==> src/rtl/network_rx.sv <==
// Receive side of the tile endpoint: decodes incoming remote requests to DMEM,
// icache or tile CSRs, owns the CSRs, and returns one response per accepted packet.
module network_rx #(
    parameter int data_width_p          = 32,
    parameter int addr_width_p          = 28,
    parameter int epa_byte_addr_width_p = 18,
    parameter int dmem_size_p           = 1024,
    parameter int icache_entries_p      = 1024,
    parameter int icache_tag_width_p    = 12,
    parameter int x_subcord_width_p     = 3,
    parameter int y_subcord_width_p     = 3
) (
    input  logic                                                  clk_i,
    input  logic                                                  reset_i,
    input  logic                                                  pkt_v_i,
    input  logic                                                  pkt_we_i,
    input  logic                                                  pkt_amo_i,
    input  logic [addr_width_p-1:0]                               pkt_addr_i,
    input  logic [data_width_p-1:0]                               pkt_data_i,
    input  logic [3:0]                                            pkt_mask_i,
    output logic                                                  pkt_yumi_o,
    output logic                                                  returning_v_o,
    output logic [data_width_p-1:0]                               returning_data_o,
    output logic                                                  dmem_v_o,
    output logic                                                  dmem_w_o,
    output logic [$clog2(dmem_size_p)-1:0]                        dmem_addr_o,
    output logic [data_width_p-1:0]                               dmem_data_o,
    output logic [3:0]                                            dmem_mask_o,
    input  logic                                                  dmem_yumi_i,
    input  logic [data_width_p-1:0]                               dmem_data_i,
    output logic                                                  icache_v_o,
    output logic [$clog2(icache_entries_p)+icache_tag_width_p-1:0] icache_pc_o,
    output logic [data_width_p-1:0]                               icache_instr_o,
    input  logic                                                  icache_yumi_i,
    output logic                                                  freeze_o,
    output logic [x_subcord_width_p-1:0]                          tgo_x_o,
    output logic [y_subcord_width_p-1:0]                          tgo_y_o,
    output logic                                                  dram_enable_o,
    output logic [$clog2(icache_entries_p)+icache_tag_width_p-1:0] pc_init_o,
    output logic                                                  error_o
);
    localparam int W       = epa_byte_addr_width_p - 2;
    localparam int DMEM_AW = $clog2(dmem_size_p);
    localparam int PC_W    = $clog2(icache_entries_p) + icache_tag_width_p;

    localparam logic [0:0] ST_IDLE = 1'b0;
    localparam logic [0:0] ST_RESP = 1'b1;

    logic [0:0]                   r_state;
    logic                         r_resp_dmem;
    logic [data_width_p-1:0]      r_resp_data;
    logic                         r_freeze;
    logic [x_subcord_width_p-1:0] r_tgo_x;
    logic [y_subcord_width_p-1:0] r_tgo_y;
    logic                         r_dram_enable;
    logic [PC_W-1:0]              r_pc_init;

    logic                    w_v, w_is_icache, w_is_csr, w_is_dmem, w_illegal;
    logic [2:0]              w_csr_sel;
    logic                    w_csr_we, w_csr_ld, w_dmem_ld;
    logic [data_width_p-1:0] w_csr_rdata;
    logic                    w_unused;

    assign w_unused = ^pkt_addr_i[addr_width_p-1:PC_W];

    // Address decode: icache bit has priority over the CSR bit.
    assign w_v         = pkt_v_i & ~reset_i;
    assign w_is_icache = pkt_addr_i[W];
    assign w_is_csr    = ~w_is_icache & pkt_addr_i[W-1];
    assign w_is_dmem   = ~w_is_icache & ~w_is_csr;
    assign w_csr_sel   = pkt_addr_i[2:0];
    assign w_illegal   = pkt_amo_i
                       | (w_is_icache & ~pkt_we_i)
                       | (w_is_csr & (w_csr_sel > 3'd4));

    assign dmem_v_o       = w_v & w_is_dmem & ~w_illegal;
    assign dmem_w_o       = pkt_we_i;
    assign dmem_addr_o    = pkt_addr_i[DMEM_AW-1:0];
    assign dmem_data_o    = pkt_data_i;
    assign dmem_mask_o    = pkt_mask_i;
    assign icache_v_o     = w_v & w_is_icache & ~w_illegal;
    assign icache_pc_o    = pkt_addr_i[PC_W-1:0];
    assign icache_instr_o = pkt_data_i;

    always_comb begin
        pkt_yumi_o = 1'b0;
        if (w_illegal || w_is_csr) pkt_yumi_o = w_v;
        else if (w_is_dmem)        pkt_yumi_o = dmem_v_o & dmem_yumi_i;
        else                       pkt_yumi_o = icache_v_o & icache_yumi_i;
    end

    assign error_o   = pkt_yumi_o & w_illegal;
    assign w_csr_we  = pkt_yumi_o & w_is_csr & pkt_we_i & ~w_illegal;
    assign w_csr_ld  = pkt_yumi_o & w_is_csr & ~pkt_we_i & ~w_illegal;
    assign w_dmem_ld = pkt_yumi_o & w_is_dmem & ~pkt_we_i & ~w_illegal;

    always_comb begin
        w_csr_rdata = '0;
        case (w_csr_sel)
            3'd0:    w_csr_rdata = data_width_p'(r_freeze);
            3'd1:    w_csr_rdata = data_width_p'(r_tgo_x);
            3'd2:    w_csr_rdata = data_width_p'(r_tgo_y);
            3'd3:    w_csr_rdata = data_width_p'(r_pc_init);
            3'd4:    w_csr_rdata = data_width_p'(r_dram_enable);
            default: w_csr_rdata = '0;
        endcase
    end

    always_ff @(posedge clk_i) begin
        if (reset_i) begin
            r_freeze      <= 1'b1;
            r_tgo_x       <= '0;
            r_tgo_y       <= '0;
            r_dram_enable <= 1'b1;
            r_pc_init     <= '0;
        end else if (w_csr_we) begin
            // Full-word write; the byte mask does not apply to CSRs.
            case (w_csr_sel)
                3'd0:    r_freeze      <= pkt_data_i[0];
                3'd1:    r_tgo_x       <= pkt_data_i[x_subcord_width_p-1:0];
                3'd2:    r_tgo_y       <= pkt_data_i[y_subcord_width_p-1:0];
                3'd3:    r_pc_init     <= pkt_data_i[PC_W-1:0];
                3'd4:    r_dram_enable <= pkt_data_i[0];
                default: ;
            endcase
        end
    end

    // DMEM load data arrives from the core in the response cycle, so only the
    // selection is registered; CSR load data is captured at accept time.
    always_ff @(posedge clk_i) begin
        if (reset_i) begin
            r_state     <= ST_IDLE;
            r_resp_dmem <= 1'b0;
            r_resp_data <= '0;
        end else begin
            r_state     <= pkt_yumi_o ? ST_RESP : ST_IDLE;
            r_resp_dmem <= w_dmem_ld;
            r_resp_data <= w_csr_ld ? w_csr_rdata : '0;
        end
    end

    assign returning_v_o    = (r_state == ST_RESP);
    assign returning_data_o = r_resp_dmem ? dmem_data_i : r_resp_data;

    assign freeze_o      = r_freeze;
    assign tgo_x_o       = r_tgo_x;
    assign tgo_y_o       = r_tgo_y;
    assign dram_enable_o = r_dram_enable;
    assign pc_init_o     = r_pc_init;
endmodule

==> config.mk <==
export PLATFORM = sky130hd
export DESIGN_NAME = network_rx
export DESIGN_NICKNAME = d
export VERILOG_FILES = /design/src/rtl/network_rx.sv
export SDC_FILE = /design/constraint.sdc
export NUM_CORES = 1
export LEC_CHECK = 0
export CELL_PAD_IN_SITES_DETAIL_PLACEMENT = 0
export CELL_PAD_IN_SITES_GLOBAL_PLACEMENT = 2
export CORE_MARGIN = 8
export CORE_UTILIZATION = 18
export CTS_BUF_LIST = sky130_fd_sc_hd__clkbuf_4
export CTS_CLUSTER_SIZE = 14
export DETAILED_ROUTE_END_ITERATION = 16
export HOLD_SLACK_MARGIN = 0.12
export PLACE_DENSITY = 0.93
export RECOVER_POWER = 25
export SKIP_LAST_GASP = 1
export SYNTH_ARGS = -nofsm -noshare
export SYNTH_HDL_FRONTEND = slang
export SYNTH_SLANG_ARGS = --single-unit
==> constraint.sdc <==
create_clock -name clk_i -period 3.44 [get_ports clk_i]
set_input_delay 0.688 -clock clk_i [delete_from_list [all_inputs] [get_ports clk_i]]
set_output_delay 0.688 -clock clk_i [all_outputs]
set_load 0.005 [all_outputs]
==> results.cfg <==
[run_status]
outcome = complete, no violations

[floorplan]
pin_count = 271
die_h_um = 149.8
row_count = 49
core_area_um2 = 17780
start_util_pct = 18.14
die_w_um = 149.8
dieArea_um2 = 22450

[sta]
drv_slew = 0
hold_viol = 0
setup_tns_ns = 0
fin_hold_ws_ns = 0.4945
rsz0062_at_grt = no
clock_skew_ns = 0.02053
fin_crit_sh_pct = 93.75
max-slew-margin-rel_pct = 60.29
fin_crit_ns = 3.225
setup_viol_count_final = 0
fmax_ghz = 0.3101
tightest_slew_ns = 0.5949

[global_routing]
grt_pass1_vias = 2720
grt_max_degree = 25
grtUsageTotal_pct = 10.04
grt_overflow = 0
antenna_found_initial = 0
grt_pass1_wl_um = 16900

[yosys]
yosysTopAreaCell = dfxtp_1
syn_area_per_cell_um2 = 9.483
ys_top_cells_by_count = buf_4 (101), dfxtp_1 (54), and2_1 (29), mux2_2 (29), nor2b_1 (15)
ys_seq_elements = 54
ys_types = 39
synth-edff-count = 0
synthCells = 340
synth.most_common_cell = buf_4
synth_top_area_share_pct = 33.53
seq_area_frac_synth_pct = 33.53
synthArstFlopShare_pct = 0
ys_top_cells_by_area = dfxtp_1 (34%), buf_4 (24%), mux2_2 (10%)
ys.warnings.count = 0
synth.net_count = 443
synth_ff_type = dfxtp_1
syn-cell-area_um2 = 3224

[placed_design]
dp_hpwl_um = 9540
io_buffers = 185
gp_congestion = 0.7848
place_inst = 649

[pwr]
power-per-cell-area_nw_per_um2 = 248.6
p_leak_nw = 1.731
ir_worst_vdd_mv = 0.1137
finalPower_mw = 1.163

[drt]
drc_errors = 0
via_count = 2550
ant_nets = 0
drt_iter0_markers = 86
wl_um = 11900
wl_per_cell_um = 18.11
via_per_inst = 3.881
dr.pass1.iters = 4

[clock_network]
cts_root_buffer = clkbuf_4
cts_hold_buf = 0
clk_latency_ns = 0.41
cts-buffers-inserted = 5
tritoncts = done
cts_sinks = 54
ctsResizeCount = 0
clk_pin_slew_ns = 0.18
cts_buffer_depth = 2
htreeDepth = 2
postCtsSetupBuffers = 0

[final_layout]
post_route_cells_drive_above_1_share_pct = 14.02
fin_cells = 657
num-nets-final = 530
diodes = 0
syn_to_final_growth_pct = 45.09

[min_path]
min-delay-path-class = flop to flop
min_from = pc_init_o[16]$_SDFFE_PP0P_
hold_end = r_resp_data[16]$_SDFF_PP0_
hold_depth = 1

[setup_path]
path_max_fanout = 6
worstSetupPathType = primary input to output pin
cp-end-kind = output pin
rr_endpoint = r_resp_data[2]$_SDFF_PP0_
arrival_ns = 2.54
r2r_slack_ns = 2.47
start_kind = primary input
worst_r2r_path_depth = 3
regToRegStartpoint = pc_init_o[2]$_SDFFE_PP0P_
cp.required_ns = 2.75

[run]
maxCapViolCount = 0
-- power by group --
part / total (mW) / switching (mW) / leakage, nW / internal, mW
clock: 0.311 / 0.231 / 0.0292 / 0.0803
sequential: 0.629 / 0.00126 / 0.435 / 0.628
combinational: 0.223 / 0.0804 / 1.27 / 0.143
-- final cells by class --
| class | instances | area (um2) |
|---|---|---|
| sequential | 54 | 1081 |
| clock inverter | 3 | 20.02 |
| multi-input combinational | 165 | 1284 |
| timing repair buffer | 198 | 1958 |
| inverter | 3 | 11.26 |
| tap | 229 | 286.5 |
| clock buffer | 5 | 37.54 |
| fill | 1872 | 13100 |
-- cells by family (layout without fill, tap and decap cells) --
group	Yosys count	after routing	share of synthesized area, %
multiplexers	47	47	16.96
buffers and inverters	121	209	26.66
AO/OA/AOI/OAI	25	25	4.889
flip-flops	54	54	33.53
AND/OR/NAND/NOR	93	93	17.97
-- critical path, cell delays in order --
cell and delay (ns):
clkdlybuf4s50_1 0.59, nor2b_1 0.26, nand3_1 0.14, a211oi_1 0.28, clkdlybuf4s50_1 0.58
-- metrics by stage --
step / instance area [um2] / worst slack, ns / utilization (%)
final: 4678 / 0.2150 / 26.31
after CTS: 4682 / 0.2397 / 26.33
after global routing: 4678 / 0.1812 / 26.31
after floorplan: 3224 / 1.164 / -
after global placement: 4624 / 0.2679 / 26.01
after detailed placement: 4624 / 0.2637 / 26.01
-- worst max path at each step --
stage | depth (start not counted) | slack, ns | from | end
2_1_floorplan | 4 | 1.16 | reset_i | dmem_v_o
3_3_place_gp | 5 | 0.27 | pkt_addr_i[15] | error_o
3_5_place_dp | 5 | 0.26 | pkt_addr_i[15] | error_o
4_1_cts | 5 | 0.24 | pkt_addr_i[15] | error_o
5_1_grt | 5 | 0.18 | pkt_addr_i[15] | error_o
6_report | 5 | 0.22 | pkt_addr_i[15] | error_o
-- cells in the final DEF (no fill, tap or decap), drive strengths merged, types with 9 or more instances in the layout --
cell type      instances
clkdlybuf4s50        183
dfxtp                 54
mux2                  37
and2                  29
nor2b                 15
buf                   12
a21oi                 11
nand4                 10
mux2i                 10
nand2                  9
o31ai                  9
-- sequential cells by signal, summed over array words and instances (netlist names) --
name and count:
pc_init_o 22, r_resp_data 22, tgo_x_o 3, tgo_y_o 3, dram_enable_o 1, freeze_o 1
r_resp_dmem 1, returning_v_o 1
-- layer usage --
metal / vias up / routed length [um] / track usage, %
met1: 1185 / 4186 / 9.362
li1: 1219 / - / -
met4: 0 / 494 / 4.898
met5: - / 0 / 0
met2: 104 / 6178 / 18.94
met3: 42 / 1041 / 3.689
Note: power is estimated with default switching activity, not from simulation.
